## src/rtl/pe_pkg.sv

```systemverilog
// Shared definitions for the systolic MAC processing element: FSM state type
// and signed saturation limits for an arbitrary accumulator width.
package pe_pkg;

  typedef enum logic [0:0] {
    PE_EMPTY = 1'b0,
    PE_READY = 1'b1
  } pe_state_e;

  // Limits are returned as 64-bit values; callers cast to their ACC_W.
  function automatic longint sat_max(input int acc_w);
    return (64'sd1 <<< (acc_w - 1)) - 64'sd1;
  endfunction

  function automatic longint sat_min(input int acc_w);
    return -(64'sd1 <<< (acc_w - 1));
  endfunction

endpackage

```

## src/rtl/pe_mac_unit.sv

```systemverilog
// Combinational multiply-add for one PE: psum + w*x with signed overflow detect.
// Clamps to the ACC_W limits when PE_SATURATE_EN is defined, wraps otherwise.
module pe_mac_unit #(
  parameter int DATA_W = 8,
  parameter int ACC_W  = 24
) (
  input  logic                     en,
  input  logic signed [DATA_W-1:0] x,
  input  logic signed [DATA_W-1:0] w,
  input  logic signed [ACC_W-1:0]  psum,
  output logic signed [ACC_W-1:0]  sum,
  output logic                     ovf
);
  import pe_pkg::*;

  logic signed [2*DATA_W-1:0] prod;
  logic signed [ACC_W-1:0]    prod_ext;
  logic signed [ACC_W:0]      sum_full;
  logic                       carry_ovf;

  assign prod     = w * x;
  assign prod_ext = ACC_W'(prod);
  // One guard bit: overflow whenever it disagrees with the ACC_W sign bit.
  assign sum_full  = (ACC_W+1)'(psum) + (ACC_W+1)'(prod_ext);
  assign carry_ovf = sum_full[ACC_W] ^ sum_full[ACC_W-1];

`ifdef PE_SATURATE_EN
  localparam logic signed [ACC_W-1:0] ACC_MAX = ACC_W'(sat_max(ACC_W));
  localparam logic signed [ACC_W-1:0] ACC_MIN = ACC_W'(sat_min(ACC_W));

  always_comb begin
    sum = psum;
    ovf = 1'b0;
    if (en) begin
      ovf = carry_ovf;
      if (carry_ovf) sum = sum_full[ACC_W] ? ACC_MIN : ACC_MAX;
      else           sum = sum_full[ACC_W-1:0];
    end
  end
`else
  always_comb begin
    sum = psum;
    ovf = 1'b0;
    if (en) begin
      ovf = carry_ovf;
      sum = sum_full[ACC_W-1:0];
    end
  end
`endif

endmodule

```

## src/rtl/systolic_mac_pe.sv

```systemverilog
// Weight-stationary systolic MAC processing element with shadow weight chain.
// Optional clamp-on-overflow behaviour selected by macro PE_SATURATE_EN.
//
// state    | meaning
// PE_EMPTY | no active weight yet; psum passes through unchanged
// PE_READY | active weight loaded; valid activations are accumulated
module systolic_mac_pe #(
  parameter int DATA_W = 8,
  parameter int ACC_W  = 24
) (
  input  logic                     clk,
  input  logic                     reset,
  input  logic signed [DATA_W-1:0] x_in,
  input  logic                     x_valid_in,
  input  logic signed [ACC_W-1:0]  psum_in,
  input  logic signed [DATA_W-1:0] w_in,
  input  logic                     w_shift,
  input  logic                     w_swap,
  output logic signed [DATA_W-1:0] x_out,
  output logic                     x_valid_out,
  output logic signed [ACC_W-1:0]  psum_out,
  output logic signed [DATA_W-1:0] w_out,
  output logic                     w_ready,
  output logic                     ovf
);
  import pe_pkg::*;

  pe_state_e                state;
  logic signed [DATA_W-1:0] w_shadow;
  logic signed [DATA_W-1:0] w_act;
  logic signed [ACC_W-1:0]  mac_sum;
  logic                     mac_ovf;
  logic                     mac_en;

  assign mac_en = x_valid_in && (state == PE_READY);

  pe_mac_unit #(
    .DATA_W (DATA_W),
    .ACC_W  (ACC_W)
  ) u_mac (
    .en   (mac_en),
    .x    (x_in),
    .w    (w_act),
    .psum (psum_in),
    .sum  (mac_sum),
    .ovf  (mac_ovf)
  );

  always_ff @(posedge clk or negedge reset) begin
    if (!reset) begin
      state       <= PE_EMPTY;
      x_out       <= '0;
      x_valid_out <= 1'b0;
      psum_out    <= '0;
      w_shadow    <= '0;
      w_act       <= '0;
      ovf         <= 1'b0;
    end else begin
      x_out       <= x_in;
      x_valid_out <= x_valid_in;
      psum_out    <= mac_sum;
      ovf         <= ovf | mac_ovf;
      if (w_shift) w_shadow <= w_in;
      // Swap takes the pre-shift shadow, so shift+swap in one cycle is safe.
      if (w_swap) begin
        w_act <= w_shadow;
        state <= PE_READY;
      end
    end
  end

  assign w_out   = w_shadow;
  assign w_ready = (state == PE_READY);

endmodule

```

## config.mk

```make
export PLATFORM = sky130hd
export DESIGN_NAME = systolic_mac_pe
export DESIGN_NICKNAME = d
export VERILOG_FILES = /design/src/rtl/pe_pkg.sv /design/src/rtl/pe_mac_unit.sv /design/src/rtl/systolic_mac_pe.sv
export SDC_FILE = /design/constraint.sdc
export NUM_CORES = 1
export LEC_CHECK = 0
export BUFFER_PORTS_ARGS = -buffer_cell sky130_fd_sc_hd__clkbuf_2
export CORE_MARGIN = 4
export CORE_UTILIZATION = 40
export CTS_CLUSTER_SIZE = 16
export DETAILED_ROUTE_END_ITERATION = 16
export SKIP_LAST_GASP = 1
export SYNTH_ARGS = -nofsm -noshare
export SYNTH_HDL_FRONTEND = slang
export SYNTH_SLANG_ARGS = --single-unit
```

## constraint.sdc

```tcl
create_clock -name clk -period 11.29 [get_ports clk]
set_input_delay 1.129 -clock clk [delete_from_list [all_inputs] [get_ports clk]]
set_output_delay 1.129 -clock clk [all_outputs]
set_load 0.03 [all_outputs]
```

# Word-level counts from Yosys, hierarchy flattened
# Cells that the tools add are included.
# op_classes
add_sub_neg	1
n_mul	1
n_mux	2
bitwise_logic	2
n_reduce_logical	1
# op_table
cell	n
adder 24 x 16 -> 25 bit	1
2-to-1 mux 24 bit	1
multiplier 8 x 8 -> 16 bit	1
logical AND 1 bit	1
2-to-1 mux 1 bit	1
bitwise OR 1 bit	1
XOR 1 bit	1
# totals
regBits	51
inputBits	45
out_inout_bits	43

# Depth between registers and ports, before layout
# logic_depth
ltp_word	5
depth_mapped	20
ltp_nobuf	19

# Cells and area by module
# Synthesis repeated with hierarchy kept, for this count alone.
# unflattened
hier_cells	560
area_unflattened_um2	6164.7
# by_module_without_submodules
module	n_inst	cells_per_inst	area_per_inst_um2	seq_area_each_um2
pe_mac_unit	1	488	4606.9	0.0
systolic_mac_pe	1	72	1557.7	1276.2

# Worst setup path before layout
# Ideal clock, no wire load.
# synth_timing
path_type	input -> register
from	input port x_in[0]
to	register psum_out[15]
setup_ns	0.126
arrival_ns	6.038
t_required_ns	11.164
path_slack_ns	5.126
cell_stages	17
n_path_buf	0
path_cell_list	and2_1 inv_1 fa_1 inv_1 fa_1 fa_1 fa_1 fa_1 ha_1 o21ai_0 o21ai_1 a21boi_1 o21bai_1 a21oi_1 o21bai_1 a21o_1 a221o_1
# synth_via
elab_chain_len	3
# synth_rtl
element	line_no	source
from (decl)	systolic_mac_pe.sv:13	input logic signed [DATA_W-1:0] x_in,
multiplier 8 x 8 -> 16 bit	pe_mac_unit.sv:21	assign prod = w * x;
adder 24 x 16 -> 25 bit	pe_mac_unit.sv:24	assign sum_full = (ACC_W+1)'(psum) + (ACC_W+1)'(prod_ext);
2-to-1 mux 24 bit	pe_mac_unit.sv:44	if (en) begin
named net mac_sum[15]	systolic_mac_pe.sv:31	logic signed [ACC_W-1:0] mac_sum;
to (signal assigned)	systolic_mac_pe.sv:61	psum_out <= mac_sum;
to (decl)	systolic_mac_pe.sv:21	output logic signed [ACC_W-1:0] psum_out,
# The timed path passes the listed nets, and every way through them passes these cells.
# A chain may end at the register's enable or synchronous reset.

# Final worst setup path
# layout_timing
from	input port x_in[1]
to	register ovf
# layout_via
elab_chain_len	5
# layout_rtl
element	line_no	source
multiplier 8 x 8 -> 16 bit	pe_mac_unit.sv:21	
adder 24 x 16 -> 25 bit	pe_mac_unit.sv:24	
XOR 1 bit	pe_mac_unit.sv:25	assign carry_ovf = sum_full[ACC_W] ^ sum_full[ACC_W-1];
2-to-1 mux 1 bit	pe_mac_unit.sv:44	
bitwise OR 1 bit	systolic_mac_pe.sv:62	ovf <= ovf | mac_ovf;
to (signal assigned)	systolic_mac_pe.sv:62	
to (decl)	systolic_mac_pe.sv:24	output logic ovf
# No other way between the ends.

==> impl_metrics.py <==
metrics = {
    "synth": {
        "ys_types": 49,
        "ys_seq_area_frac": 0.2100,
        "synthFlopType": "dfrtp_1",
        "synth_cells": 559,
        "synth_top_family_by_area": "adder cells",
        "synth.cell_area_sq_um": 6077,
        "async_reset_ff_frac": 1.000,
        "yosysTopAreaCellShare": 0.3558,
        "yosys-top-cells-area": "fa_1, dfrtp_1, ha_1",
        "synth_top_area_cell": "fa_1",
        "yosysWarnings": 0,
        "synth-seq-cells": 51,
        "avgSynthCellArea_sq_um": 10.87,
        "synth_compound_area_frac": 0.07268,
        "synth_xor_area_frac": 0.03027,
        "yosys.area_share.simple": 0.1029,
        "synth_edf_count": 0,
        "syn_nets": 768,
        "synth_fa_ha_area_frac": 0.4711,
        "synth.area.mux_share": 0.04077,
    },
    "setup_path": {
        "cp_max_fo": 16,
        "regToRegEndpoint": "ovf",
        "arrival_ps": 6410,
        "ff2ff_path_depth": 15,
        "r2r_start": "w_act[7]",
        "rrSetupSlack_ps": 5530,
        "required_ps": 11490,
        "path_class": "input port to flip-flop",
        "crit_path_end": "ovf",
        "start_kind": "input port",
        "setup.worst_path.end_class": "flip-flop",
        "crit_start": "x_in[1]",
    },
    "placement": {
        "placed_cells": 823,
        "place.gp.congestion": 0.8785,
        "io_buffers": 87,
        "place_area_sq_um": 6724,
        "dpl.hpwl_mm": 11.04,
    },
    "sta": {
        "whs_ps": 517.8,
        "finalHoldViolations": 0,
        "drv_slew": 0,
        "fin_worst_skew_ps": 17.72,
        "fin_crit_sh": 0.5502,
        "fin_crit_ps": 6212,
        "relSlewSlack": 0.3549,
        "rsz0062_at_grt": "false",
        "fmaxAchievable_mhz": 161.0,
        "setup_tns_ps": 0,
        "worst_pin_slew_ps": 967.6,
        "setup_viol": 0,
    },
    "drt": {
        "via_count": 4129,
        "ant_nets": 0,
        "drc": 0,
        "drt-initial-drc-count": 156,
        "vias_per_cell": 4.969,
        "drt_first_pass_iters": 4,
        "routedWlPerCell_microns": 15.85,
        "wl_mm": 13.17,
    },
    "global_routing": {
        "antenna_found_initial": 0,
        "grt_pass1_vias": 4463,
        "grt_pass1_wl_mm": 22.51,
        "grt.overflow.total": 0,
        "track_usage": 0.1606,
        "grt_start_max_net_pins": 52,
    },
    "die": {
        "placeableCoreArea_sq_um": 14700,
        "initial_core_util": 0.4134,
        "num_rows": 44,
        "die_h_microns": 131.3,
        "io_pins": 88,
        "die_area_sq_um": 17230,
        "die_w_microns": 131.3,
    },
    "cts": {
        "ctsHoldBuffers": 0,
        "clockBufferDepth": 2,
        "clock-sinks": 51,
        "post_cts_resized": 0,
        "cts_setup_buffers": 0,
        "root_buffer": "clkbuf_16",
        "cts_max_level": 2,
        "clk_latency_ps": 310,
        "cts.clk_slew.worst_paths_ps": 80,
        "cts-buffers-inserted": 5,
        "cts_tree": "built",
    },
    "finish": {
        "final_cell_mix": "fa_1, inv_1, clkbuf_2, ha_1, dfrtp_1",
        "num-nets-final": 855,
        "n_antenna_cell": 0,
        "drive_gt1_frac": 0.2009,
        "fill_cells": 1372,
        "layout.cells.most_common": "fa_1",
        "area_delta_synth_final_pct": 13.14,
        "final_cells": 831,
        "design_area_sq_um": 6875,
    },
    "run_status": {
        "status": "finished, final reports clean",
    },
    "run": {
        "drv_cap": 0,
    },
    "min_path": {
        "hp-class": "flip-flop to flip-flop",
    },
}
==> sequential cells by signal (all words and copies together), names as in the netlist <==
register     flops
w_ready          1
w_act            8
psum_out        24
w_out            8
ovf              1
x_valid_out      1
x_out            8
==> stage by stage <==
stage | util | setup slack [ps]
floorplan | - | 5126
global placement | 0.4574 | 4858
detailed placement | 0.4574 | 4741
CTS | 0.4677 | 5074
global route | 0.4677 | 4761
finish | 0.4677 | 5078
==> cell usage after synthesis (5+ instances only) <==
| cell | n |
|---|---|
| ha_1 | 56 |
| fa_1 | 108 |
| nor2_1 | 13 |
| mux2_2 | 22 |
| and2_1 | 34 |
| xor2_1 | 11 |
| nor3_1 | 5 |
| o21ai_0 | 18 |
| xnor2_1 | 10 |
| dfrtp_1 | 51 |
| clkbuf_1 | 7 |
| inv_1 | 107 |
| nand2_1 | 47 |
| a21oi_1 | 11 |
==> cell families after synthesis <==
| kind of cell | Yosys count |
|---|---|
| adders and majority gates | 164 |
| and+or+nand+nor | 120 |
| buffers and inverters | 117 |
| AOI/OAI and AO/OA | 64 |
| DFF | 51 |
| muxes | 22 |
| xor gates and xnor gates | 21 |
==> area by class of cell <==
type                       count  area, sq um  area share
clock buffer                   5        125.1     0.01820
sequential                    51         1276      0.1856
inverter                     108        405.4     0.05896
timing repair buffer          89        450.4     0.06551
multi-input combinational    391         4362      0.6344
clock inverter                 3        26.28    0.003822
tap                          184        230.2     0.03349
==> metal layers <==
layer | wire, microns | GRT usage
met1 | 5628 | 0.2123
met2 | 6771 | 0.2745
met3 | 660 | 0.03479
met4 | 112 | 0.03384
met5 | 0 | 0
==> worst max-delay path, cell delays in order <==
cell	delay (ps)
clkbuf_2	200
and2_1	800
fa_1	580
fa_1	500
fa_1	560
fa_1	410
ha_1	290
ha_1	330
a21oi_1	190
o21ai_0	190
a22oi_4	210
nand3_2	130
a311oi_4	300
xnor2_1	200
nor4b_2	80
a211o_1	290
==> worst min path at each step <==
stage | start | end | slack (ps) | cells past startpoint
finish | ovf | ovf | 520 | 1
global route | ovf | ovf | 550 | 1
CTS | ovf | ovf | 520 | 1
detailed placement | ovf | ovf | 500 | 1
global placement | ovf | ovf | 490 | 1
floorplan | w_act[0] | w_act[0] | 580 | 1
Power is left out: the tool's default activity adds up to more than one toggle a clock period on the data nets, which glitch-free logic cannot reach.
